$ cat src/rtl/cache_control.sv
// Control FSM for the 2-way set-associative L1 cache: hit service, dirty-victim writeback, line refill.
// Optional hit/miss performance counters are enabled by defining CACHE_PERF_CNT_EN.
module cache_control #(
  parameter int s_index = 3
) (
  input  logic       clk,
  input  logic       rst,
  input  logic       mem_read,
  input  logic       mem_write,
  output logic       mem_resp,
  input  logic [1:0] hit,
  input  logic [1:0] dirty,
  input  logic       lru,
  input  logic       pmem_resp,
  output logic       pmem_read,
  output logic       pmem_write,
  output logic [1:0] ld_tag,
  output logic [1:0] ld_valid,
  output logic [1:0] ld_dirty,
  output logic [1:0] ld_data,
  output logic       dirty_in,
  output logic       ld_lru,
  output logic       lru_in,
  output logic       data_sel,
  output logic       addr_sel
`ifdef CACHE_PERF_CNT_EN
  ,
  output logic [31:0] hit_count,
  output logic [31:0] miss_count
`endif
);

  if (s_index < 1) begin : g_s_index_check
    $error("cache_control: s_index must be at least 1");
  end

  typedef enum logic [1:0] {
    IDLE      = 2'd0,
    COMPARE   = 2'd1,
    WRITEBACK = 2'd2,
    FETCH     = 2'd3
  } state_t;

  state_t state;

  logic req;
  logic hit_any;
  logic hit_way;
  logic miss_go;

  assign req     = mem_read | mem_write;
  assign hit_any = |hit;
  // Way 0 wins when both ways report a match.
  assign hit_way = ~hit[0];
  assign miss_go = (state == COMPARE) && req && !hit_any;

  always_ff @(posedge clk) begin
    if (!rst) begin
      state <= IDLE;
    end else begin
      case (state)
        IDLE:      if (req) state <= COMPARE;
        COMPARE: begin
          if (!req || hit_any) state <= IDLE;
          else if (dirty[lru]) state <= WRITEBACK;
          else state <= FETCH;
        end
        WRITEBACK: if (pmem_resp) state <= FETCH;
        FETCH:     if (pmem_resp) state <= COMPARE;
        default:   state <= IDLE;
      endcase
    end
  end

  always_comb begin
    mem_resp   = 1'b0;
    pmem_read  = 1'b0;
    pmem_write = 1'b0;
    ld_tag     = 2'b00;
    ld_valid   = 2'b00;
    ld_dirty   = 2'b00;
    ld_data    = 2'b00;
    dirty_in   = 1'b0;
    ld_lru     = 1'b0;
    lru_in     = 1'b0;
    data_sel   = 1'b0;
    addr_sel   = 1'b0;
    case (state)
      COMPARE: begin
        if (req && hit_any) begin
          mem_resp = 1'b1;
          ld_lru   = 1'b1;
          lru_in   = ~hit_way;
          if (mem_write) begin
            ld_data[hit_way]  = 1'b1;
            ld_dirty[hit_way] = 1'b1;
            dirty_in          = 1'b1;
            data_sel          = 1'b0;
          end
        end
      end
      WRITEBACK: begin
        pmem_write = 1'b1;
        addr_sel   = 1'b1;
      end
      FETCH: begin
        pmem_read = 1'b1;
        addr_sel  = 1'b0;
        if (pmem_resp) begin
          ld_data[lru]  = 1'b1;
          ld_tag[lru]   = 1'b1;
          ld_valid[lru] = 1'b1;
          ld_dirty[lru] = 1'b1;
          dirty_in      = 1'b0;
          data_sel      = 1'b1;
        end
      end
      default: ;
    endcase
  end

`ifdef CACHE_PERF_CNT_EN
  // refill marks a COMPARE re-entered after a line fill, so its hit is not counted again.
  logic refill;

  always_ff @(posedge clk) begin
    if (!rst) begin
      refill     <= 1'b0;
      hit_count  <= 32'd0;
      miss_count <= 32'd0;
    end else begin
      if (miss_go) begin
        refill <= 1'b1;
        if (miss_count != 32'hFFFF_FFFF) miss_count <= miss_count + 32'd1;
      end else if (state == COMPARE) begin
        refill <= 1'b0;
      end
      if ((state == COMPARE) && req && hit_any && !refill && (hit_count != 32'hFFFF_FFFF))
        hit_count <= hit_count + 32'd1;
    end
  end
`endif

endmodule

$ cat config.mk
export PLATFORM = sky130hd
export DESIGN_NAME = cache_control
export DESIGN_NICKNAME = d
export VERILOG_FILES = /design/src/rtl/cache_control.sv
export SDC_FILE = /design/constraint.sdc
export NUM_CORES = 1
export LEC_CHECK = 0
export CAP_MARGIN = 20
export CORE_AREA = 2 2 39 41
export CTS_BUF_LIST = sky130_fd_sc_hd__clkbuf_8 sky130_fd_sc_hd__clkbuf_16
export DETAILED_ROUTE_END_ITERATION = 12
export DIE_AREA = 0 0 41 43
export GPL_ROUTABILITY_DRIVEN = 0
export HOLD_SLACK_MARGIN = 0.05
export SYNTH_ARGS = -nofsm -noshare
export SYNTH_HDL_FRONTEND = slang
export SYNTH_SLANG_ARGS = --single-unit
export TNS_END_PERCENT = 30
$ cat constraint.sdc
create_clock -name clk -period 3.3 [get_ports clk]
set_input_delay 0.33 -clock clk [delete_from_list [all_inputs] [get_ports clk]]
set_output_delay 0.33 -clock clk [all_outputs]
set_load 0.05 [all_outputs]
==> results of run 1 <==
## logic make-up (layout without fill, tap and decap cells)
logic type	after synthesis	in the layout
AOI/OAI and AO/OA	9	9
DFF	2	2
adders and majority gates	4	4
buffers and inverters	11	33
and+or+nand+nor	12	12
muxes	1	1
## final timing paths
| check | start | end | slack, ns | depth (start not counted) |
|---|---|---|---|---|
| hold reg to reg | state[1]$_SDFFE_PN0P_ | state[1]$_SDFFE_PN0P_ | 0.57 | 2 |
| setup reg to reg | state[0]$_SDFFE_PN0P_ | state[0]$_SDFFE_PN0P_ | 1.87 | 5 |
| hold / removal | state[1]$_SDFFE_PN0P_ | state[1]$_SDFFE_PN0P_ | 0.57 | 2 |
| setup / recovery | mem_write | ld_dirty[1] | 0.72 | 5 |
## report_power, final
group / switching, mW / internal (mW)
registers: 0.00189 / 0.0261
clock network: 0.0205 / 0.0773
logic: 0.0391 / 0.0305
## critical path: cells and delay by family
| kind | cells | cell delay (ns) |
|---|---|---|
| buffers and inverters | 2 | 1.33 |
| AOI/OAI and AO/OA | 2 | 0.33 |
| and+or+nand+nor | 1 | 0.26 |
## final cells by class
type | count | area (µm²)
fill | 151 | 820
timing repair buffer | 25 | 250
multi-input combinational | 26 | 194
clock buffer | 3 | 41.3
sequential | 2 | 40.0
tap | 16 | 20.0
inverter | 5 | 18.8
## per-layer routing
| metal | global-route usage | routed length [µm] |
|---|---|---|
| met5 | 0 | 0 |
| met4 | 0.0800 | 14 |
| met3 | 0.0314 | 136 |
| met2 | 0.169 | 363 |
| met1 | 0.112 | 349 |
## Yosys cell counts (all sizes together)
| master | instances | share of area |
|---|---|---|
| nand2 | 1 | 0.013 |
| buf | 6 | 0.15 |
| nor2b | 1 | 0.021 |
| o21a | 1 | 0.025 |
| a21o | 1 | 0.025 |
| nor2 | 4 | 0.050 |
| o21ai | 1 | 0.017 |
| mux2i | 1 | 0.034 |
| inv | 5 | 0.063 |
| a31o | 1 | 0.029 |
| and2 | 1 | 0.029 |
| a21oi | 2 | 0.034 |
| dfxtp | 2 | 0.13 |
| a311oi | 1 | 0.029 |
| ha | 4 | 0.17 |
| nand4 | 1 | 0.021 |
| and3 | 1 | 0.021 |
| or3b | 1 | 0.038 |
| o21bai | 1 | 0.025 |
| nand3 | 1 | 0.017 |
| nor3b | 1 | 0.025 |
| o32ai | 1 | 0.029 |
## metrics by stage
step                      hold slack [ns]  setup WS, ns  instance area, µm²
after floorplan                     0.466         0.230                 298
after global placement              0.551         0.739                 523
after detailed placement            0.571         0.710                 523
after CTS                           0.573         0.696                 564
after global routing                0.593         0.588                 564
final                               0.571         0.715                 564
==> summary.txt, run 1 <==
CTS tree: built
Top flop regs: state: 2 flops
Final hold vios: 0
Final core occ: 0.408
Die height: 43 µm
Synth Area in Simple Gates: 0.235
DRC Markers: 0
Xor-xnor portion of the synthesized cell area: 0
Slowest stage delay, CP: 0.79 ns
Post CTS Setup Buffer Count: 0
Placed Cells incl. Taps: 74
Iteration-0 DRC Markers: 1
Syn nets: 53
Port Buffers: 25
Vias in the first global route: 319
P per Cell Area: 346 mW/mm²
TritonCTS buffer count: 3
Initial antenna violation count: 0
Most common cell after layout, fill and taps aside: clkdlybuf4s50_1
Pwr Total: 195 µW
Synth Warn #: 0
Post-synthesis compound-gate area fraction: 0.214
Clk slew on worst S/H paths: 0.03 ns
Gr ovfl total: 0
Largest Register: state
CP Cell Sequence: clkdlybuf4s50_1 -> o21ai_0 -> nor3b_1 -> a21o_1 -> clkdlybuf4s50_1
Layout net count: 77
Max Root-Sink Buffers: 2
Die Wd: 41 µm
Sequential fraction of the synthesis area: 0.134
Crit path DAT: 2.25 ns
Largest family of logic cells by synthesized area: simple AND/OR/NAND/NOR gates
RSZ-0062 raised after global routing: no
Commonest non-fill, non-tap cells in the layout: 25 x clkdlybuf4s50_1, 5 x inv_1, 4 x nor2_1, 4 x ha_1, 3 x clkbuf_8
Final Setup Violations: 0
CTS Sinks: 2
Via Count: 347
Crit Path Max Fanout: 5
Worst Hold Class: register to register
Status: finished, final reports clean
Yosys cell types: 22
Post-synthesis cell area: 298 µm²
I/O pins: 26
Least-Margin Pin Slew: 0.510 ns
Layout area overhead: 89.5%
# diodes: 0
CTS resizes: 0
Synth Area in Adders: 0.168
First-pass GRT wire length: 1240 µm
Tmin final: 2.58 ns
Slew Limit Headroom: 0.659
Crit Path Category: primary input to output pin
Mux cell area share after synthesis: 0.0336
Mapped Cells: 39
Largest net degree at the start of global routing: 6
Most used cell, CP: clkdlybuf4s50_1
Post-route insts no fill: 77
Leak pwr: 0.247 nW
Die area: 0.00176 mm²
Drt pass-1 iters: 2
Hold Buf Count CTS: 0
Vias per cell: 4.51
Core Rows: 14
Crit-path slowest cell: clkdlybuf4s50_1
Share of cells above drive strength 1: 0.0984
CTS H-tree depth: 1
Fin crit share: 0.783
TNS Setup: 0 ns
Root buffer cell: clkbuf_8
Maxcap violations: 0
Post-DRT Antenna Nets: 0
CP Capture Type: output pin
Initial Util: 0.215
Placeable Area: 0.00138 mm²
GRT Total Usage: 0.107
Clock Skew: 0.00588 ns
Data required, critical path: 2.97 ns
Wire per inst: 11.2 µm
Fmax: 387 MHz
Synthesized flop and latch total: 2
Post-DP HPWL: 717 µm
Critical path launch point type: primary input
Final WL: 864 µm
Worst-Skew Late Latency: 0.21 ns
Max Slew Vio Count: 0
Worst vdd ir: 0.245 mV
Max FFs per register: 2
Syn avg cell area: 7.64 µm²
(Power assumes the default switching activity.)
==> run 2, diff against run 1 <==
- clock period: 3.3 -> 2.1 ns (I/O delays scaled with it)
==> summary.txt, run 2 (synthesis gave the netlist of run 1 again) <==
Status: finished, final reports clean
Tmin final: 1.92 ns
Hold Crit Endpoint: state[0]$_SDFFE_PN0P_
CTS resizes: 0
Slowest stage delay, CP: 0.84 ns
Initial Util: 0.215
Post-DP HPWL: 714 µm
Pwr Total: 326 µW
Post-DRT Antenna Nets: 0
Placeable Area: 0.00138 mm²
Iteration-0 DRC Markers: 6
Fin crit share: 0.916
Fillers: 131
# diodes: 0
Worst vdd ir: 0.344 mV
Crit path launch: state[0]$_SDFFE_PN0P_
Fmax: 520 MHz
Drt pass-1 iters: 2
CP Cell Sequence: inv_1 -> ha_1 -> clkdlybuf4s50_1
Worst Hold Class: register to register
Most common cell after layout, fill and taps aside: clkdlybuf4s50_1
Worst-Skew Late Latency: 0.21 ns
TritonCTS buffer count: 3
Max Root-Sink Buffers: 2
First-pass GRT wire length: 1260 µm
Via Count: 345
Port Buffers: 25
GRT Total Usage: 0.105
Storage element area: 40.0 µm²
Commonest non-fill, non-tap cells in the layout: 12 x clkdlybuf4s50_1, 9 x buf_12, 5 x inv_1
CP Capture Type: output pin
Layout area overhead: 124%
CTS Sinks: 2
Pre-CTS setup slack: 0.200 ns
Vias per cell: 4.48
Largest net degree at the start of global routing: 6
Final WL: 832 µm
Worst Hold Slack: 0.559 ns
Core Rows: 14
RSZ-0062 raised after global routing: no
Max FFs per register: 2
Maxcap violations: 0
Largest Register: state
Crit Path Max Fanout: 5
R2r endpoint: state[0]$_SDFFE_PN0P_
Root buffer cell: clkbuf_8
Top flop regs: state: 2 flops
Layout net count: 77
Clk slew on worst S/H paths: 0.03 ns
CTS H-tree depth: 1
Data required, critical path: 1.89 ns
I/O pins: 26
P per Cell Area: 488 mW/mm²
Die height: 43 µm
Critical path's top delay family: buffers and inverters
DRC Markers: 0
Flop2flop setup slack: 0.67 ns
Leak pwr: 0.297 nW
Least-Margin Pin Slew: 0.527 ns
Worst Hold Depth: 2
Vias in the first global route: 308
CTS tree: built
Slew Limit Headroom: 0.645
Max Slew Vio Count: 0
Crit-path slowest cell: clkdlybuf4s50_1
Buf+Inv Stages, Crit Path: 2
Crit Path Category: register to output pin
Worst setup margin: 0.177 ns
Hold Buf Count CTS: 0
Share of cells above drive strength 1: 0.393
Gr ovfl total: 0
Post CTS Setup Buffer Count: 0
Reg2reg start: state[0]$_SDFFE_PN0P_
Clock Skew: 0.00202 ns
R2R cell count: 5
Final hold vios: 0
Hold path startpoint: state[0]$_SDFFE_PN0P_
Crit path DAT: 1.71 ns
Area of the multi-input gates: 218 µm²
Critical path launch point type: register
Die area: 0.00176 mm²
Wire per inst: 10.8 µm
Final Setup Violations: 0
Die Wd: 41 µm
Initial antenna violation count: 0
-- run 2: cell count changes in the layout (fill, tap and decap cells not counted), sizes merged --
cell,previous run,this run
buf,0,13
clkdlybuf4s50,25,12
-- run 2: final cells by class --
cell class              count  share of cell area
repair buffers             25               0.494
inverters                   5              0.0281
clock buffers               3              0.0618
well taps                  16              0.0300
flip-flops and latches      2              0.0599
multi-input cells          26               0.326
-- run 2: report_power, final --
| part | total [mW] | switching (mW) | internal (mW) |
|---|---|---|---|
| logic | 0.133 | 0.0677 | 0.0654 |
| clock network | 0.149 | 0.0279 | 0.121 |
| registers | 0.0439 | 0.00286 | 0.0411 |
| total | 0.326 | 0.0985 | 0.227 |
-- run 2: worst max path at each step --
stage	cells after the start	end	slack (ns)
after floorplan	6	ld_dirty[1]	-0.05
final	3	addr_sel	0.18
after CTS	3	pmem_write	0.15
after global routing	6	ld_dirty[1]	0.1
after global placement	5	ld_data[1]	0.26
after detailed placement	5	ld_dirty[1]	0.20
-- run 2: worst min-delay path: stages (launching register included) --
cell,delay [ns]
dfxtp_1,0.33
a21oi_1,0.12
a311oi_1,0.06
-- run 2: metrics by stage --
step,instance area (µm²),util,TNS [ns],std cells
after floorplan,322,-,-0.0499,39
after global placement,627,0.453,0,74
after detailed placement,627,0.453,0,74
after CTS,668,0.483,0,77
after global routing,668,0.483,0,77
final,668,0.483,0,77
-- run 2: metal layers --
layer | vias to the layer above | routed length (µm) | GRT usage
li1 | 174 | - | -
met1 | 148 | 303 | 0.112
met2 | 21 | 396 | 0.172
met3 | 2 | 123 | 0.0471
met4 | 0 | 8 | 0.0400
met5 | - | 0 | 0
